[src/rtl/uart_tx_fifo_if.sv]
// Handshake bundle between the UART word serializer/transmitter and uart_tx_fifo.
// UART_TX_FIFO_COUNT_EN adds the o_count occupancy signal.
interface uart_tx_fifo_if #(
    parameter int DATA_BITS = 8,
    parameter int ADDR_BITS = 4
);
    logic                 i_wr;
    logic [DATA_BITS-1:0] i_wr_data;
    logic                 i_rd;
    logic [DATA_BITS-1:0] o_rd_data;
    logic                 o_empty;
    logic                 o_full;
`ifdef UART_TX_FIFO_COUNT_EN
    logic [ADDR_BITS:0]   o_count;

    modport master (output i_wr, i_wr_data, i_rd,
                    input  o_rd_data, o_empty, o_full, o_count);
    modport slave  (input  i_wr, i_wr_data, i_rd,
                    output o_rd_data, o_empty, o_full, o_count);
`else
    modport master (output i_wr, i_wr_data, i_rd,
                    input  o_rd_data, o_empty, o_full);
    modport slave  (input  i_wr, i_wr_data, i_rd,
                    output o_rd_data, o_empty, o_full);
`endif
endinterface

[src/rtl/uart_tx_fifo.sv]
// Show-ahead byte FIFO feeding the UART transmitter, with registered empty/full flags.
// Optional macro UART_TX_FIFO_COUNT_EN adds a registered occupancy count (o_count).
module uart_tx_fifo #(
    parameter int DATA_BITS = 8,
    parameter int ADDR_BITS = 4
) (
    input  logic          i_clk,
    input  logic          i_reset,
    uart_tx_fifo_if.slave bus
);
    localparam int DEPTH = 2 ** ADDR_BITS;

    typedef enum logic [1:0] {
        OP_IDLE  = 2'b00,
        OP_READ  = 2'b01,
        OP_WRITE = 2'b10,
        OP_BOTH  = 2'b11
    } op_e;

    logic [DATA_BITS-1:0] mem [DEPTH];
    logic [ADDR_BITS-1:0] wr_ptr;
    logic [ADDR_BITS-1:0] rd_ptr;
    logic [ADDR_BITS-1:0] wr_ptr_inc;
    logic [ADDR_BITS-1:0] rd_ptr_inc;
    logic                 empty_q;
    logic                 full_q;
    logic                 do_store;
    op_e                  op;

    assign op         = op_e'({bus.i_wr, bus.i_rd});
    assign wr_ptr_inc = wr_ptr + ADDR_BITS'(1);
    assign rd_ptr_inc = rd_ptr + ADDR_BITS'(1);

    // A full FIFO still accepts a write paired with a read: the head slot is vacated on the same edge.
    assign do_store = !i_reset && bus.i_wr && (!full_q || bus.i_rd);

    always_ff @(posedge i_clk) begin
        if (do_store) begin
            mem[wr_ptr] <= bus.i_wr_data;
        end
    end

    always_ff @(posedge i_clk) begin
        if (i_reset) begin
            wr_ptr  <= '0;
            rd_ptr  <= '0;
            empty_q <= 1'b1;
            full_q  <= 1'b0;
        end else begin
            case (op)
                OP_READ: begin
                    if (!empty_q) begin
                        rd_ptr  <= rd_ptr_inc;
                        full_q  <= 1'b0;
                        empty_q <= (rd_ptr_inc == wr_ptr);
                    end
                end
                OP_WRITE: begin
                    if (!full_q) begin
                        wr_ptr  <= wr_ptr_inc;
                        empty_q <= 1'b0;
                        full_q  <= (wr_ptr_inc == rd_ptr);
                    end
                end
                OP_BOTH: begin
                    if (empty_q) begin
                        wr_ptr  <= wr_ptr_inc;
                        empty_q <= 1'b0;
                        full_q  <= (wr_ptr_inc == rd_ptr);
                    end else begin
                        wr_ptr <= wr_ptr_inc;
                        rd_ptr <= rd_ptr_inc;
                    end
                end
                default: begin
                end
            endcase
        end
    end

    assign bus.o_rd_data = mem[rd_ptr];
    assign bus.o_empty   = empty_q;
    assign bus.o_full    = full_q;

`ifdef UART_TX_FIFO_COUNT_EN
    logic [ADDR_BITS:0] count_q;
    logic               grow;
    logic               shrink;

    // Paired read+write leaves occupancy unchanged unless the read was ignored on empty.
    assign grow   = (op == OP_WRITE && !full_q) || (op == OP_BOTH && empty_q);
    assign shrink = (op == OP_READ && !empty_q);

    always_ff @(posedge i_clk) begin
        if (i_reset) begin
            count_q <= '0;
        end else if (grow) begin
            count_q <= count_q + (ADDR_BITS + 1)'(1);
        end else if (shrink) begin
            count_q <= count_q - (ADDR_BITS + 1)'(1);
        end
    end

    assign bus.o_count = count_q;
`endif
endmodule

[src/flat_wrapper.sv]
// flat-port wrapper written by rule: the top's interface ports become plain ports
module uart_tx_fifo_flat 
#(
    parameter int DATA_BITS = 8,
    parameter int ADDR_BITS = 4
)
  (i_clk, i_reset, bus_i_wr, bus_i_wr_data, bus_i_rd, bus_o_rd_data, bus_o_empty, bus_o_full);
  uart_tx_fifo_if #(.DATA_BITS(DATA_BITS), .ADDR_BITS(ADDR_BITS)) bus_i ();
  input  logic i_clk;
  input  logic i_reset;
  input wire logic [$bits(bus_i.i_wr)-1:0] bus_i_wr;
  input wire logic [$bits(bus_i.i_wr_data)-1:0] bus_i_wr_data;
  input wire logic [$bits(bus_i.i_rd)-1:0] bus_i_rd;
  output wire logic [$bits(bus_i.o_rd_data)-1:0] bus_o_rd_data;
  output wire logic [$bits(bus_i.o_empty)-1:0] bus_o_empty;
  output wire logic [$bits(bus_i.o_full)-1:0] bus_o_full;
  assign bus_i.i_wr = bus_i_wr;
  assign bus_i.i_wr_data = bus_i_wr_data;
  assign bus_i.i_rd = bus_i_rd;
  assign bus_o_rd_data = bus_i.o_rd_data;
  assign bus_o_empty = bus_i.o_empty;
  assign bus_o_full = bus_i.o_full;
  uart_tx_fifo #(.DATA_BITS(DATA_BITS), .ADDR_BITS(ADDR_BITS)) u_core (.i_clk(i_clk), .i_reset(i_reset), .bus(bus_i));
endmodule
[config.mk]
export PLATFORM = sky130hd
export DESIGN_NAME = uart_tx_fifo_flat
export DESIGN_NICKNAME = d
export VERILOG_FILES = /design/src/rtl/uart_tx_fifo_if.sv /design/src/rtl/uart_tx_fifo.sv /design/src/flat_wrapper.sv
export SDC_FILE = /design/constraint.sdc
export NUM_CORES = 1
export LEC_CHECK = 0
export ABC_AREA = 0
export CORE_ASPECT_RATIO = 0.5
export CORE_MARGIN = 3
export CORE_UTILIZATION = 54
export CTS_BUF_LIST = sky130_fd_sc_hd__clkbuf_16
export DETAILED_ROUTE_END_ITERATION = 7
export PLACE_DENSITY_LB_ADDON = 0.3
export SLEW_MARGIN = 20
export SYNTH_ARGS = -nofsm -noshare
export SYNTH_HDL_FRONTEND = slang
export SYNTH_SLANG_ARGS = --single-unit
[constraint.sdc]
create_clock -name i_clk -period 2.2 [get_ports i_clk]
set_clock_uncertainty 0.2 [all_clocks]
set_input_delay 0.22 -clock i_clk [delete_from_list [all_inputs] [get_ports i_clk]]
set_output_delay 0.22 -clock i_clk [all_outputs]
set_load 0.02 [all_outputs]
==> results.md, run 1 <==
- Net Switching: roughly 1.2 mW
- Starting DRT DRC Count: 376
- Routed length per placed instance: between 20 and 25 um
- Die Width: between 150 and 200 um
- #FFs+latches synth: ~140
- Power Dens Cells: ~870 nW/um2
- Upper clock frequency limit: between 300 and 400 MHz
- Worst hold stages: 2
- Hpwl dp: ~7000 um
- Layout cell share with drive strength beyond 1: between 20% and 30%
- Crit. End Element: output port
- Ys Warns: 0
- Failing checks: setup timing
- Post-synth top flop: edfxtp_1
- Final TNS setup: -3.574 ns
- GP Congestion: between 0.8 and 0.9
- WP data required: ~1.8 ns
- Clock sink total: about 140
- Fraction of registers with async set/reset: 0%
- Synthesized area: about 5700 um2
- Post-synth EDFFs: between 100 and 150
- Nets: 353
- FF-to-FF End: u_core.bus.o_full
- Port bufs: 21
- Final ANT Viol Nets: 0
- Layout area overhead: 19.06%
- Largest net degree at the start of global routing: 33
- Fin. Hold Viols: 0
- All-layer global routing usage: around 23%
- Critical path peak fanout: 8
- Switching Share: about a fifth
- Skew-Pair Late Insertion Delay: ~0.4 ns
- Antenna violations before repair: 0
- Fin crit share: 123.0%
- Outcome: complete, but fails checks
- Comb pwr share: about 6.8%
- HP Class: reg -> reg
- Worst slew pin tran: 0.5626 ns
- Critical path class: reg -> out
- Global route overflow: 0
- Drt drc: 0
- Io pins: 22
- WP data arrival: ~2.3 ns
- Die Footprint: about 12000 um2
- Final core occ: 68.84%
- Row Count: 25
- Cell taking the most area after synthesis: edfxtp_1
- FF-to-FF Start: u_core.wr_ptr[0]
- CTS tree: built
- Clock network fraction of design power: 42.5%
- Final worst setup slack: -0.5059 ns
- RSZ-0062 raised after global routing: yes
- Final wirelength: about 12000 um
- Sequential Power Share: between 50% and 60%
- Post-CTS Setup Bufs: 0
- Core Box Area: between 9000 and 10000 um2
- Routed vias: between 2000 and 3000
- Antenna Cells: 0
- Iteration count of the initial detailed-routing pass: 5
- First-pass GRT wire length: roughly 19000 um
- Max-slew violations: 0
- End of the worst hold path: u_core.bus.o_empty
- Placed cells: between 400 and 500
- Post-synth top area share: slightly below 70%
- Int Power: between 4 and 5 mW
- Sequential fraction of the synthesis area: 72.39%
- CP Launch Type: flip-flop
- Slew margin rel.: 62.38%
- P_leak: 2.246 nW
- Non-Filler Instances: 484
- # H-tree levels: 4
- Top cells by area, synth: edfxtp_1, mux4_1, mux4_2, dfxtp_1, xnor2_1
- Hold Path Origin: u_core.bus.o_empty
- Max-cap violations: 0
- Syn Inst Count: around 280
- Die Ht: ~79 um
- Vias in the first global route: approximately 3000
- Reg2reg setup slack: ~0.15 ns
- Final Critical Period: ~2.7 ns
- Syn_nets: approximately 290
- Clock tree buffer depth: 2
- Worst-path clk slew: approximately 0.050 ns
- Final count of negative-setup-slack endpoints: 8
- CTS root buf: clkbuf_16
- Maximum VDD drop: 0.0005103 V
- Vias per cell: approximately 6.1
- Starting Density: between 50 and 60%
- Number of CTS-inserted buffers: 17
- Reg2reg path depth: 6
- Yosys cell types: 30
- Syn_area_per_cell: roughly 21 um2
- FILL cells: 603
- Cts hold-fix bufs: 0
worst max path at each step:
stage / start / to / slack [ns] / cells after the start
after detailed placement: flip-flop / bus_o_rd_data[7] / -0.46 / 4
after global placement: flip-flop / bus_o_rd_data[7] / -0.41 / 4
after global routing: flip-flop / bus_o_rd_data[0] / -0.55 / 4
after CTS: flip-flop / bus_o_rd_data[0] / -0.52 / 4
after floorplan: u_core.bus.o_full / u_core.mem[1][0] / -0.05 / 4
final: flip-flop / bus_o_rd_data[0] / -0.51 / 4
cells in the final DEF (no fill, tap or decap), types with 2 or more instances in the layout:
master | synthesis | final
nor2_1 | 20 | 20
dfxtp_1 | 14 | 13
buf_16 | 0 | 2
nor3_2 | 0 | 2
ha_1 | 5 | 5
mux4_1 | 24 | 7
clkinv_1 | 0 | 4
nor3b_1 | 2 | 2
nand3_1 | 5 | 5
clkdlybuf4s50_1 | 0 | 13
a21oi_1 | 4 | 4
buf_12 | 1 | 4
clkinv_2 | 0 | 5
xnor2_1 | 9 | 9
buf_6 | 1 | 6
nor3_1 | 4 | 2
nand2_1 | 9 | 9
clkbuf_16 | 0 | 17
o21ai_0 | 2 | 2
buf_2 | 1 | 2
nand2b_1 | 4 | 4
edfxtp_1 | 128 | 128
xor2_1 | 5 | 5
buf_4 | 0 | 27
inv_1 | 4 | 8
mux4_2 | 16 | 33
timing repair:
| item | 4_1_cts | 5_1_grt |
|---|---|---|
| gates cloned | 2 | 0 |
| endpoints found under the setup margin | 8 | 8 |
| resized for setup | 64 | 0 |
power groups by stage:
| stage | clock, mW | combinational, mW | sequential (mW) |
|---|---|---|---|
| after floorplan | 0 | 0.225 | 3.04 |
| after global placement | 0 | 0.364 | 3.05 |
| after detailed placement | 0 | 0.373 | 3.05 |
| after CTS | 2.55 | 0.407 | 3.00 |
| after global routing | 2.68 | 0.432 | 3.00 |
| final | 2.52 | 0.403 | 3.00 |
stage by stage:
step           cell area, um2  hold WS, ns  total power [mW]  worst slack [ns]
2_1_floorplan            5707       0.1189             3.269          -0.04712
3_3_place_gp             6274       0.2821             3.410           -0.4051
3_5_place_dp             6274       0.2958             3.422           -0.4583
4_1_cts                  6783       0.3183             5.954           -0.5188
5_1_grt                  6783       0.3591             6.115           -0.5516
6_report                 6783       0.3171             5.922           -0.5059
Yosys cell counts, types with 5 or more instances:
| master | n |
|---|---|
| edfxtp_1 | 128 |
| xnor2_1 | 9 |
| nor2_1 | 20 |
| xor2_1 | 5 |
| dfxtp_1 | 14 |
| mux4_1 | 24 |
| mux4_2 | 16 |
| ha_1 | 5 |
| clkbuf_1 | 5 |
| nand2_1 | 9 |
| nand3_1 | 5 |
per-layer routing:
metal  wire [um]  up-vias  track usage (%)
met2        5903      159            35.02
met5           0        -                0
met4         183        0            7.866
met3        1115       17            7.612
met1        4896     1513            30.65
li1            -     1241                -
critical path: stages, from the launching register on:
cell and delay, ns:
dfxtp_4 0.46, buf_12 0.17, mux4_2 0.55, mux4_2 0.54
buf_6 0.16
registers in the layout, indices dropped and copies added (netlist names), named ones only:
name / count
u_core.rd_ptr: 4
u_core.bus.o_empty: 1
u_core.wr_ptr: 4
u_core.mem: 128
u_core.bus.o_full: 1
cell families after synthesis:
group                    after synthesis  share of synthesized area (%)
flip-flops                           142                          72.39
AND/OR/NAND/NOR                       47                          3.734
multiplexers                          41                          17.57
buffers and inverters                 17                          1.955
XOR/XNOR                              14                          2.152
AO/OA/AOI/OAI                         10                          1.098
adder cells (fa/ha/maj)                5                          1.098
area by class of cell:
| type | count | area [um2] | share of cell area (%) |
|---|---|---|---|
| clock inverters | 15 | 92.59 | 1.365 |
| multi-input cells | 117 | 1408 | 20.75 |
| flip-flops and latches | 142 | 4128 | 60.86 |
| well taps | 135 | 168.9 | 2.490 |
| inverters | 4 | 15.01 | 0.2214 |
| repair buffers | 54 | 545.5 | 8.043 |
| clock buffers | 17 | 425.4 | 6.272 |
Power figures use the tool's default switching activity.
==> run 2, diff against run 1 <==
CORE_UTILIZATION = 60   (was 54)
clock period = 2.7 ns   (was 2.2 ns; I/O delays follow)
==> run 2 against run 1 <==
The flow still finishes with violations (setup timing). Non-clock buffer count fell by 1. Sequential share of layout area fell by 1.2 points. First-iteration DRC count decreased by 15%.
==> results.md, run 2 (synthesized netlist as in run 1, its figures left out) <==
- Outcome: complete, but fails checks (unchanged)
- Failing checks: setup timing (unchanged)
- Final count of negative-setup-slack endpoints: 5 (was 8)
- Largest net degree at the start of global routing: 33 (unchanged)
- FF-to-FF Start: u_core.wr_ptr[0] (unchanged)
- Port bufs: 21 (unchanged)
- Multi-input logic area: 1405 um2 (was 1408 um2)
- Maximum VDD drop: 0.0005759 V (was 0.0005103 V)
- Power Dens Cells: 786.4 nW/um2 (was 873.1 nW/um2)
- Worst-path clk slew: 0.06 ns (was 0.05 ns)
- CP Launch Type: flip-flop (unchanged)
- Drt drc: 0 (unchanged)
- Fin crit share: 100.8%
- Crit. End Element: output port (unchanged)
- Layout area overhead: 21.44% (was 19.06%)
- Fin. Hold Viols: 0 (unchanged)
- Global route overflow: 0 (unchanged)
- Max-slew violations: 0 (unchanged)
- Critical path class: reg -> out (unchanged)
- Starting DRT DRC Count: 321 (was 376)
- Fin area: 6918 um2 (was 6783 um2)
- WP data required: 2.23 ns (was 1.78 ns)
- Final Critical Period: approximately 2.7 ns
- Number of CTS-inserted buffers: 17 (unchanged)
- # H-tree levels: 4 (unchanged)
- Final ANT Viol Nets: 0 (unchanged)
- Final worst setup slack: -0.02039 ns (was -0.5059 ns)
- HP Class: reg -> reg (unchanged)
- Critical path peak fanout: 8 (unchanged)
- RSZ-0062 raised after global routing: yes (unchanged)
- Antenna Cells: 0 (unchanged)
- Hpwl dp: 7009 um (was 7141 um)
- Hold Path Origin: u_core.bus.o_empty (unchanged)
- Most common cell after layout, fill and taps aside: edfxtp_1 (unchanged)
- Sequential cell area: 4128 um2 (unchanged)
- Worst slew pin tran: 0.6496 ns (was 0.5626 ns)
- First-pass GRT wire length: 19830 um (was 18610 um)
- Slew margin rel.: 56.56% (was 62.38%)
- Starting Density: 63.45% (was 57.82%)
- Final core occ: 77.05% (was 68.84%)
- Die Width: 143.8 um (was 151.3 um)
- CTS root buf: clkbuf_16 (unchanged)
- Antenna violations before repair: 0 (unchanged)
- Biggest register: u_core.mem (unchanged)
- Nets: 352 (was 353)
- WP data arrival: 2.25 ns (was 2.29 ns)
- GP Congestion: 0.8022 (was 0.8652)
- Clock sink total: 142 (unchanged)
- Max-cap violations: 0 (unchanged)
- Max reg flops: 128 (unchanged)
- Routed vias: 3001 (was 2930)
- Vias per cell: 6.454 (was 6.054)
- Die Ht: 74.90 um (was 78.63 um)
- Area post-placement: 6176 um2 (was 6274 um2)
- Io pins: 22 (unchanged)
- Final wirelength: 13400 um (was 12100 um)
- Most frequent cells in the layout: edfxtp_1, mux4_2, buf_4 (unchanged)
- FILL cells: 455 (was 603)
- CTS tree: built (unchanged)
- Upper clock frequency limit: ~370 MHz
- Layout cell share with drive strength beyond 1: 29.02% (was 28.94%)
- Skew-Pair Late Insertion Delay: 0.41 ns (about the same)
- Routed length per placed instance: 28.81 um (was 25.00 um)
- Cts hold-fix bufs: 0 (unchanged)
- Row Count: 24 (was 25)
- Core Box Area: 8979 um2 (was 9853 um2)
- Iteration count of the initial detailed-routing pass: 4 (was 5)
- Clock tree buffer depth: 2 (unchanged)
- Biggest regs: u_core.mem x128, u_core.rd_ptr x4, u_core.wr_ptr x4 (unchanged)
- Vias in the first global route: 3090 (was 2995)
- All-layer global routing usage: 27.62% (was 22.69%)
- P_leak: 2.284 nW (was 2.246 nW)
- Die Footprint: 10770 um2 (was 11890 um2)
run 2: cell types whose count changed in the layout (fill, tap and decap cells not counted), moves of 4 or more:
cell       before  now
buf_6           6   12
buf_4          27   22
bufinv_16       1    6
clkinv_2        5    0
inv_1           8    4
run 2: worst paths after layout:
kind         slack (ns)  depth (start not counted)            endpoint
max               -0.02                          5    bus_o_rd_data[0]
min reg2reg        0.32                          2  u_core.bus.o_empty
max reg2reg        0.55                          6   u_core.bus.o_full
min                0.32                          2  u_core.bus.o_empty
run 2: what timing repair did:
item | in CTS | in global routing
gates cloned | 2 | 0
setup endpoints to repair | 8 | 8
endpoints found under the hold margin | 0 | 0
setup buffers | 6 | 1
resized for setup | 52 | 18
run 2: worst max-delay path: stages, from the launching register on:
cell	delay, ns
dfxtp_4	0.43
buf_12	0.16
buf_6	0.10
mux4_2	0.47
mux4_2	0.51
buf_6	0.16
run 2: layout make-up:
| cell class | instances | share of cell area [%] |
|---|---|---|
| Multi-Input combinational cell | 117 | 20.31 |
| Inverter | 4 | 0.2170 |
| Sequential cell | 142 | 59.67 |
| Timing Repair Buffer | 53 | 8.067 |
| Clock inverter | 15 | 3.473 |
| Tap cell | 117 | 2.116 |
| Clock buffer | 17 | 6.149 |
run 2: power breakdown:
part	internal, mW	switching (mW)	total [mW]
Combinational	0.185	0.167	0.352
Clock	1.73	0.914	2.64
Sequential	2.42	0.0242	2.44
Total	4.33	1.11	5.44
run 2: metal layers:
layer | vias up | track usage, % | part of all wire [%]
li1 | 1252 | - | -
met1 | 1538 | 37.37 | 41
met2 | 179 | 43.25 | 47
met3 | 32 | 9.518 | 8.7
met4 | 0 | 9.603 | 2.6
met5 | - | 0 | 0
run 2: through the flow:
stage	power, mW	worst slack [ns]	hold WS, ns	instances	TNS, ns
2_1_floorplan	2.663	0.4505	0.1689	276	0
3_3_place_gp	2.775	0.04441	0.2872	425	0
3_5_place_dp	2.787	0.02072	0.3020	425	0
4_1_cts	5.444	-0.09551	0.3166	465	-0.4101
5_1_grt	5.588	-0.09662	0.3469	465	-0.4124
6_report	5.440	-0.02039	0.3217	465	-0.06297
